==> src/rtl/pipeline_pkg.sv <==
// Shared encodings and helpers for the pipeline hazard/sequencing controller.
package pipeline_pkg;

  typedef enum logic [1:0] {
    MDU_IDLE = 2'd0,
    MDU_BUSY = 2'd1,
    MDU_DONE = 2'd2
  } mdu_state_t;

  localparam logic [4:0] REG_ZERO        = 5'd0;
  localparam logic [4:0] REG_RA          = 5'd31;
  localparam int         MDU_LATENCY_DEF = 32;
  localparam int         MDU_CNT_W       = 6;

  // True when the ID instruction reads register r; $0 never creates a hazard.
  function automatic logic src_hit(input logic [4:0] r,
                                   input logic [4:0] rs,
                                   input logic [4:0] rt,
                                   input logic       use_rs,
                                   input logic       use_rt);
    return (r != REG_ZERO) && ((use_rs && (rs == r)) || (use_rt && (rt == r)));
  endfunction

endpackage

==> src/rtl/mdu_sequencer.sv <==
// Multiply/divide busy-window sequencer: IDLE -> BUSY (MDU_LATENCY cycles) -> DONE pulse.
module mdu_sequencer
  import pipeline_pkg::*;
#(
  parameter int MDU_LATENCY = MDU_LATENCY_DEF
) (
  input  logic i_clk,
  input  logic i_reset,
  input  logic i_issue,
  output logic o_busy,
  output logic o_done
);

  localparam logic [MDU_CNT_W-1:0] LOAD_VAL = MDU_CNT_W'(MDU_LATENCY - 1);

  mdu_state_t           r_state;
  mdu_state_t           w_state_next;
  logic [MDU_CNT_W-1:0] r_cnt;
  logic [MDU_CNT_W-1:0] w_cnt_next;

  always_ff @(posedge i_clk) begin
    if (i_reset) begin
      r_state <= MDU_IDLE;
      r_cnt   <= '0;
    end else begin
      r_state <= w_state_next;
      r_cnt   <= w_cnt_next;
    end
  end

  always_comb begin
    w_state_next = r_state;
    w_cnt_next   = r_cnt;
    case (r_state)
      MDU_IDLE: begin
        if (i_issue) begin
          w_state_next = MDU_BUSY;
          w_cnt_next   = LOAD_VAL;
        end
      end
      MDU_BUSY: begin
        if (r_cnt == '0) w_state_next = MDU_DONE;
        else             w_cnt_next   = r_cnt - 1'b1;
      end
      MDU_DONE: begin
        // A back-to-back MDU op may issue in the same cycle the result lands.
        if (i_issue) begin
          w_state_next = MDU_BUSY;
          w_cnt_next   = LOAD_VAL;
        end else begin
          w_state_next = MDU_IDLE;
        end
      end
      default: begin
        w_state_next = MDU_IDLE;
        w_cnt_next   = '0;
      end
    endcase
  end

  assign o_busy = (r_state == MDU_BUSY);
  assign o_done = (r_state == MDU_DONE);

endmodule

==> src/rtl/pipeline_hazard_ctrl.sv <==
// Stall/flush controller for the 5-stage pipeline: load-use, decode-branch and
// HI/LO hazards, MDU sequencing, and a saturating stall-cycle counter.
module pipeline_hazard_ctrl
  import pipeline_pkg::*;
#(
  parameter int MDU_LATENCY = MDU_LATENCY_DEF,
  parameter int CNT_W       = 32
) (
  input  logic             Clk,
  input  logic             Reset,
  input  logic [4:0]       IdRs,
  input  logic [4:0]       IdRt,
  input  logic             IdUsesRs,
  input  logic             IdUsesRt,
  input  logic             IdBranch,
  input  logic             IdJr,
  input  logic             IdJump,
  input  logic             IdMduStart,
  input  logic             IdHiLoRead,
  input  logic             BranchTaken,
  input  logic             ExRegWrite,
  input  logic             ExMemRead,
  input  logic [4:0]       ExRd,
  input  logic             MemRegWrite,
  input  logic             MemMemRead,
  input  logic [4:0]       MemRd,
  output logic             PCWrite,
  output logic             IFIDWrite,
  output logic             IFIDFlush,
  output logic             BubbleSel,
  output logic             MduBusy,
  output logic             MduDone,
  output logic [CNT_W-1:0] StallCount
);

  logic             w_hit_ex;
  logic             w_hit_mem;
  logic             w_load_use;
  logic             w_branch_haz;
  logic             w_mdu_haz;
  logic             w_stall;
  logic             w_mdu_busy;
  logic             w_mdu_done;
  logic [CNT_W-1:0] r_stall_cnt;

  assign w_hit_ex   = src_hit(ExRd,  IdRs, IdRt, IdUsesRs, IdUsesRt);
  assign w_hit_mem  = src_hit(MemRd, IdRs, IdRt, IdUsesRs, IdUsesRt);
  assign w_load_use = ExMemRead & ExRegWrite & w_hit_ex;

  // ALU results in MEM are forwarded into ID, so only a load in MEM stalls a branch.
  assign w_branch_haz = (IdBranch | IdJr) &
                        ((ExRegWrite & w_hit_ex) | (MemMemRead & MemRegWrite & w_hit_mem));
  assign w_mdu_haz    = w_mdu_busy & (IdHiLoRead | IdMduStart);
  assign w_stall      = w_load_use | w_branch_haz | w_mdu_haz;

  always_comb begin
    PCWrite   = 1'b1;
    IFIDWrite = 1'b1;
    IFIDFlush = 1'b0;
    BubbleSel = 1'b0;
    if (!Reset) begin
      if (w_stall) begin
        PCWrite   = 1'b0;
        IFIDWrite = 1'b0;
        BubbleSel = 1'b1;
      end else begin
        IFIDFlush = IdJump | IdJr | (IdBranch & BranchTaken);
      end
    end
  end

  mdu_sequencer #(
    .MDU_LATENCY(MDU_LATENCY)
  ) u_mdu_seq (
    .i_clk   (Clk),
    .i_reset (Reset),
    .i_issue (IdMduStart & ~w_stall),
    .o_busy  (w_mdu_busy),
    .o_done  (w_mdu_done)
  );

  always_ff @(posedge Clk) begin
    if (Reset) begin
      r_stall_cnt <= '0;
    end else if (w_stall && (r_stall_cnt != {CNT_W{1'b1}})) begin
      r_stall_cnt <= r_stall_cnt + {{(CNT_W-1){1'b0}}, 1'b1};
    end
  end

  assign MduBusy    = w_mdu_busy;
  assign MduDone    = w_mdu_done;
  assign StallCount = r_stall_cnt;

endmodule

==> config.mk <==
export PLATFORM = sky130hd
export DESIGN_NAME = pipeline_hazard_ctrl
export DESIGN_NICKNAME = d
export VERILOG_FILES = /design/src/rtl/pipeline_pkg.sv /design/src/rtl/mdu_sequencer.sv /design/src/rtl/pipeline_hazard_ctrl.sv
export SDC_FILE = /design/constraint.sdc
export NUM_CORES = 1
export LEC_CHECK = 0
export ABC_AREA = 1
export BUFFER_PORTS_ARGS = -buffer_cell sky130_fd_sc_hd__buf_2
export CAP_MARGIN = 15
export CELL_PAD_IN_SITES_DETAIL_PLACEMENT = 1
export CELL_PAD_IN_SITES_GLOBAL_PLACEMENT = 2
export CORE_MARGIN = 10
export CORE_UTILIZATION = 29
export CTS_CLUSTER_SIZE = 24
export DETAILED_ROUTE_END_ITERATION = 6
export PLACE_DENSITY = 0.83
export SKIP_LAST_GASP = 1
export SYNTH_ARGS = -nofsm -noshare
export SYNTH_HDL_FRONTEND = slang
export SYNTH_SLANG_ARGS = --single-unit
==> constraint.sdc <==
create_clock -name Clk -period 3.9 [get_ports Clk]
set_input_delay 0.195 -clock Clk [delete_from_list [all_inputs] [get_ports Clk]]
set_output_delay 0.195 -clock Clk [all_outputs]
set_load 0.05 [all_outputs]
==> impl_metrics.env, run 1 <==
export IMPL_status="complete, no violations"
export IMPL_cts_buffer_depth=2
export IMPL_final_cell_mix="nand2_1 (164), buf_2 (71), nor2_1 (56), inv_1 (44), dfxtp_1 (40)"
export IMPL_path_buf_inv=2
export IMPL_skew_ns=0.00779
export IMPL_syn_area_mm2=0.00281
export IMPL_rsz0062_at_grt="false"
export IMPL_cp_top_family="simple AND/OR/NAND/NOR gates"
export IMPL_start_kind="flip-flop"
export IMPL_grt_usage_pct=13.5
export IMPL_synth_top_cell_by_area="dfxtp_1"
export IMPL_post_cts_buffers=0
export IMPL_slew_headroom_pct=58.7
export IMPL_synth_cells=463
export IMPL_yosysUniqueCellTypes=30
export IMPL_grt_pass1_wl_um=16100
export IMPL_crit_type="reg -> reg"
export IMPL_io_buffers=71
export IMPL_maxSlewViolCount=0
export IMPL_gp_congestion=0.853
export IMPL_slowest_delay_ns=0.43
export IMPL_r2r_end="StallCount[8]$_SDFFE_PP0P_"
export IMPL_hold_path_end="u_mdu_seq.r_state[0]$_SDFFE_PP0P_"
export IMPL_die_h_um=119
export IMPL_min_period_ns=2.35
export IMPL_fin_hold_ws_ns=0.315
export IMPL_cp_cell_sequence="ha_1 > nand2_1 > nor2_2 > nand3_1 > clkinv_1 > nand4_2 > nand2_4 > inv_2 > a21oi_1 > nor2_1"
export IMPL_final_util_pct=36.2
export IMPL_wl_um=9660
export IMPL_layout_drive_gt1_share_pct=18.5
export IMPL_num_nets_final=567
export IMPL_setup_viol=0
export IMPL_hold_buffers=0
export IMPL_drc=0
export IMPL_first_global_vias=3307
export IMPL_nFillCells=1276
export IMPL_maxCapViolCount=0
export IMPL_fmax_ghz=0.425
export IMPL_ys_ff_latch=40
export IMPL_synth_top_cell_area_share_pct=28.5
export IMPL_worstHoldStart="IdMduStart"
export IMPL_regToRegSetupSlack_ns=1.55
export IMPL_via_count=3143
export IMPL_overflow=0
export IMPL_die_x_um=119
export IMPL_cts_max_level=2
export IMPL_dominantRegCellSynth="dfxtp_1"
export IMPL_ys_seq_area_share_pct=28.5
export IMPL_worst_pin_slew_ns=0.620
export IMPL_dp_worst_setup_slack_ns=1.55
export IMPL_cp_max_fo=33
export IMPL_diodes=0
export IMPL_hold_depth=4
export IMPL_cts_tree="yes"
export IMPL_hp_class="in -> reg"
export IMPL_ys_top_cells_by_area="dfxtp_1 (28%), nand2_1 (22%), nor2_1 (7.5%)"
export IMPL_powerDensity_mw_per_mm2=299
export IMPL_ios=72
export IMPL_crit_path_end_kind="flip-flop"
export IMPL_start_util_pct=30.2
export IMPL_final_common_cell="nand2_1"
export IMPL_core_area_mm2=0.00933
export IMPL_async_reset_ff_share_pct=0
export IMPL_avgSynthCellArea_um2=6.08
export IMPL_wl_per_cell_um=14.6
export IMPL_rows=35
export IMPL_setup_ws_ns=1.55
export IMPL_syn_nets=500
export IMPL_dr_pass1_iters=4
export IMPL_avgViaCountPerCell=4.76
export IMPL_cts_made_buffers=5
export IMPL_path_depth=10
export IMPL_clock_sinks=40
export IMPL_drtAntennaViolNets=0
export IMPL_r2r_cells=10
export IMPL_setup_tns_ns=0
export IMPL_cts_resized=0
export IMPL_hpwl_um=7730
export IMPL_ir_drop_mv=0.125
export IMPL_synth_edff_count=0
export IMPL_ys_warn_count=0
export IMPL_grt_max_degree=34
export IMPL_path_clk_slew_ns=0.09
export IMPL_finalHoldViolCount=0
export IMPL_post_route_period_util_pct=60.3
export IMPL_antenna_found_initial=0
export IMPL_fin_area_mm2=0.00337
export IMPL_crit_required_ns=4.10
export IMPL_cts_root_buf="clkbuf_8"
export IMPL_worstPathArrival_ns=2.55
export IMPL_r2r_start="StallCount[1]$_SDFFE_PP0P_"
export IMPL_p_leak_nw=1.54
export IMPL_synthToLayoutAreaGrowth_pct=19.9
export IMPL_startpoint="StallCount[1]$_SDFFE_PP0P_"
export IMPL_dieArea_mm2=0.0140
export IMPL_drt_iter0_drc=150
export IMPL_crit_path_top_delay_cell="dfxtp_1"
export IMPL_clk_latency_ns=0.31
export IMPL_placed_cell_area_mm2=0.00326
-- flip-flops by register name (all words and copies together), names as in the netlist --
signal / count
u_mdu_seq.r_state: 2
u_mdu_seq.r_cnt: 6
StallCount: 32
-- synthesized netlist by cell type (2+ instances only) --
| cell type | instances |
|---|---|
| clkbuf_1 | 4 |
| dfxtp_1 | 40 |
| nor4_1 | 7 |
| nand4_1 | 17 |
| nand3_1 | 10 |
| nand2_2 | 2 |
| nor2_2 | 3 |
| nand2_1 | 164 |
| ha_1 | 3 |
| xnor2_1 | 8 |
| o21ai_0 | 15 |
| inv_1 | 44 |
| nand2_4 | 2 |
| buf_6 | 2 |
| nor2_1 | 56 |
| a21oi_1 | 39 |
| nor3_1 | 8 |
| xor2_1 | 18 |
| inv_2 | 5 |
| nor3_2 | 2 |
| or2_2 | 2 |
| buf_4 | 4 |
-- report_power, final --
part / switching (W) / leakage (nW) / total [W] / internal [W]
logic: 0.000150 / 1.16 / 0.000212 / 0.0000617
clock network: 0.000170 / 0.0548 / 0.000363 / 0.000193
registers: 0.0000107 / 0.324 / 0.000434 / 0.000423
total: 0.000331 / 1.54 / 0.00101 / 0.000678
-- layout make-up --
class                           instances  area (µm²)  share of cell area (%)
Tap cell                              129         161                    4.78
Multi-Input combinational cell        362        1750                    52.0
Clock inverter                          3        46.3                    1.37
Inverter                               50         188                    5.56
Sequential cell                        40         801                    23.7
Clock buffer                            5        68.8                    2.04
Timing Repair Buffer                   71         355                    10.5
-- how the worst max path moves through the flow --
stage	end	slack, ns
finish	StallCount[8]$_SDFFE_PP0P_	1.55
floorplan	BubbleSel	1.26
global route	StallCount[8]$_SDFFE_PP0P_	1.28
detailed placement	StallCount[5]$_SDFFE_PP0P_	1.55
global placement	StallCount[5]$_SDFFE_PP0P_	1.67
CTS	StallCount[8]$_SDFFE_PP0P_	1.51
-- tightest hold or removal path: stages --
cell and delay [ns]:
buf_2 0.10, nand3_1 0.08, nand2_1 0.06, nor3b_1 0.14
-- metal layers --
layer	GRT usage (%)	vias to the layer above	wire [µm]
li1	-	1609	-
met1	16.5	1476	4540
met2	23.9	53	4660
met3	3.24	5	395
met4	2.29	0	59
met5	0	-	0
-- logic make-up after synthesis --
logic type	count (synthesis)	share of synthesized area, %
adders and majority gates	3	1.33
xor gates and xnor gates	26	8.09
and+or+nand+nor	277	42.8
AOI/OAI and AO/OA	56	10.1
DFF	40	28.5
buffers and inverters	61	9.25
-- per-stage QoR --
stage / total power [W] / instances
after floorplan: 0.000601 / 463
after CTS: 0.00103 / 660
final: 0.00101 / 660
after detailed placement: 0.000658 / 652
after global placement: 0.000652 / 652
after global routing: 0.00107 / 660
No activity file was read; power rests on OpenSTA's default activity.
==> run 2, diff against run 1 <==
Settings changed: ABC_AREA 1 to 0, CORE_UTILIZATION 29 to 30, PLACE_DENSITY 0.83 to 0.79.
Clock period 3.9 ns to 2.35 ns, I/O delays scaled along.
==> impl_metrics.env, run 2 <==
export IMPL_status="complete, no violations"
export IMPL_muxShareOfSynthArea_pct=3.58
export IMPL_synth_xor_area_share_pct=6.97
export IMPL_cts_max_level=2
export IMPL_grt_pass1_wl_um=13600
export IMPL_maxCapViolCount=0
export IMPL_setup_ws_ns=0.124
export IMPL_drt_iter0_drc=109
export IMPL_drc=0
export IMPL_crit_path_top_delay_cell="or4_1"
export IMPL_regToRegSetupSlack_ns=0.12
export IMPL_slowest_delay_ns=0.48
export IMPL_diodes=0
export IMPL_r2r_start="StallCount[0]$_SDFFE_PP0P_"
export IMPL_ys_seq_area_share_pct=31.8
export IMPL_final_common_cell="buf_2"
export IMPL_start_util_pct=30.8
export IMPL_r2r_cells=7
export IMPL_avgViaCountPerCell=5.47
export IMPL_dr_pass1_iters=4
export IMPL_gp_congestion=0.822
export IMPL_syn_nets=338
export IMPL_synth_compound_area_share_pct=19.1
export IMPL_synth_top_cell_area_share_pct=31.8
export IMPL_ys_warn_count=0
export IMPL_cts_made_buffers=5
export IMPL_yosys_top_cells_count="dfxtp_1 (40), a21oi_1 (30), o31ai_1 (23)"
export IMPL_io_buffers=71
export IMPL_fin_hold_ws_ns=0.307
export IMPL_cts_tree="yes"
export IMPL_globalRouteMet3Util_pct=2.47
export IMPL_cp_max_fo=26
export IMPL_crit_type="reg -> reg"
export IMPL_synth_cells=301
export IMPL_async_reset_ff_share_pct=0
export IMPL_slew_headroom_pct=42.3
export IMPL_fmax_ghz=0.449
export IMPL_rows=33
export IMPL_cts_resized=0
export IMPL_ys_ff_latch=40
export IMPL_worstPathArrival_ns=2.46
export IMPL_crit_required_ns=2.58
export IMPL_die_x_um=112
export IMPL_seqCellArea_um2=813
export IMPL_overflow=0
export IMPL_global_route_usage_met2_pct=22.3
export IMPL_cp_cell_sequence="ha_1 > and2_0 > and4_1 > and3_1 > and3_2 > or4_1 > a21oi_1"
export IMPL_post_cts_buffers=0
export IMPL_ir_drop_mv=0.237
export IMPL_antenna_found_initial=0
export IMPL_path_clk_slew_ns=0.08
export IMPL_yosysUniqueCellTypes=45
export IMPL_synth_most_common_cell="dfxtp_1"
export IMPL_worstHoldStart="IdMduStart"
export IMPL_final_util_pct=37.7
export IMPL_dominantRegCellSynth="dfxtp_1"
export IMPL_synth_top_cell_by_area="dfxtp_1"
export IMPL_hold_buffers=0
export IMPL_p_leak_nw=1.21
export IMPL_core_area_mm2=0.00818
export IMPL_wl_per_cell_um=17.1
export IMPL_first_global_vias=2696
export IMPL_clk_latency_ns=0.29
export IMPL_rsz0062_at_grt="true"
export IMPL_grt_usage_pct=12.7
export IMPL_setup_viol=0
export IMPL_start_kind="flip-flop"
export IMPL_crit_path_end_kind="flip-flop"
export IMPL_drtAntennaViolNets=0
export IMPL_wl_um=8100
export IMPL_hp_class="in -> reg"
export IMPL_skew_ns=0.0118
export IMPL_num_nets_final=404
export IMPL_layout_drive_gt1_share_pct=28.0
export IMPL_grt_max_degree=58
export IMPL_syn_area_mm2=0.00251
export IMPL_hold_path_end="u_mdu_seq.r_cnt[1]$_SDFFE_PP0P_"
export IMPL_maxSlewViolCount=0
export IMPL_clock_sinks=40
export IMPL_via_count=2586
export IMPL_grt_busiest_layer="met2"
export IMPL_p_total_w=0.00149
export IMPL_worst_pin_slew_ns=0.866
export IMPL_dp_worst_setup_slack_ns=0.0874
export IMPL_cts_buffer_depth=2
export IMPL_die_h_um=112
export IMPL_nFillCells=1001
export IMPL_setup_tns_ns=0
export IMPL_synth_top_family_by_area="simple AND/OR/NAND/NOR gates"
export IMPL_hold_depth=5
export IMPL_yosys_area_share_adder_pct=1.49
export IMPL_cts_root_buf="clkbuf_8"
export IMPL_post_route_period_util_pct=94.7
export IMPL_min_period_ns=2.23
export IMPL_synthSimpleGateAreaFrac_pct=31.2
export IMPL_final_cell_mix="buf_2 (71), dfxtp_1 (34), a21oi_1 (30), o31ai_1 (23), or4_1 (21)"
export IMPL_synthToLayoutAreaGrowth_pct=22.5
export IMPL_grt_util_met1_pct=15.4
export IMPL_hpwl_um=5840
export IMPL_powerDensity_mw_per_mm2=484
export IMPL_dieArea_mm2=0.0124
export IMPL_multi_input_area_mm2=0.00160
export IMPL_ios=72
export IMPL_finalHoldViolCount=0
export IMPL_avgSynthCellArea_um2=8.36
export IMPL_largest_reg_flops=32
export IMPL_synth_edff_count=0
export IMPL_r2r_end="StallCount[24]$_SDFFE_PP0P_"
export IMPL_ys_top_cells_by_area="dfxtp_1 (32%), xnor2_1 (7.0%), o31ai_1 (6.9%)"
==> run 2: changes by cell type after synthesis, moves of 9 or more <==
cell,previous run,this run
or4_1,0,21
a21oi_1,39,30
inv_1,44,7
xnor2_1,8,20
nor2b_1,0,10
xor2_1,18,0
o21ai_0,15,3
o31ai_1,0,23
nand2_1,164,15
nor2_1,56,17
==> run 2: layout make-up <==
type	count	area share [%]
multi-input cells	235	52.1
flip-flops and latches	40	26.4
repair buffers	78	13.6
well taps	105	4.26
clock buffers	7	2.48
inverters	7	0.853
clock inverters	1	0.284
==> run 2: cells by family (layout without fill, tap and decap cells) <==
logic type | count (synthesis) | after routing
compound gates | 74 | 74
xor+xnor | 20 | 20
fa+ha+maj | 3 | 3
mux | 8 | 8
buf+inv | 27 | 93
simple gates | 129 | 130
flops | 40 | 40
==> run 2: critical path, delay by kind of cell (launching register included) <==
family          cells  cell delay, ns
flops               1            0.36
compound gates      1            0.15
fa+ha+maj           1            0.22
simple gates        5            1.44
==> run 2: how the worst max path moves through the flow <==
| stage | endpoint | startpoint |
|---|---|---|
| 2_1_floorplan | StallCount[11]$_SDFFE_PP0P_ | StallCount[14]$_SDFFE_PP0P_ |
| 3_3_place_gp | StallCount[13]$_SDFFE_PP0P_ | StallCount[0]$_SDFFE_PP0P_ |
| 3_5_place_dp | StallCount[29]$_SDFFE_PP0P_ | StallCount[0]$_SDFFE_PP0P_ |
| 4_1_cts | StallCount[29]$_SDFFE_PP0P_ | StallCount[0]$_SDFFE_PP0P_ |
| 5_1_grt | StallCount[29]$_SDFFE_PP0P_ | StallCount[5]$_SDFFE_PP0P_ |
| 6_report | StallCount[24]$_SDFFE_PP0P_ | StallCount[0]$_SDFFE_PP0P_ |
==> run 2: power by group <==
| group | switching, W | internal, W | leakage (nW) | total (W) |
|---|---|---|---|---|
| Sequential | 0.0000227 | 0.000696 | 0.327 | 0.000719 |
| Clock | 0.000253 | 0.000213 | 0.0424 | 0.000466 |
| Combinational | 0.000191 | 0.000116 | 0.837 | 0.000307 |
| Total | 0.000467 | 0.00103 | 1.21 | 0.00149 |
==> run 2: through the flow <==
stage / instance area, µm² / std cells
floorplan: 2530 / 301
finish: 3080 / 473
global placement: 2980 / 464
CTS: 3060 / 472
global route: 3080 / 473
detailed placement: 2980 / 464
==> run 2: routing by layer <==
layer / vias to the layer above / share of wire, %
met2: 29 / 52
met5: - / 0
met1: 1269 / 45
met4: 0 / 0.96
li1: 1284 / -
met3: 4 / 2.7
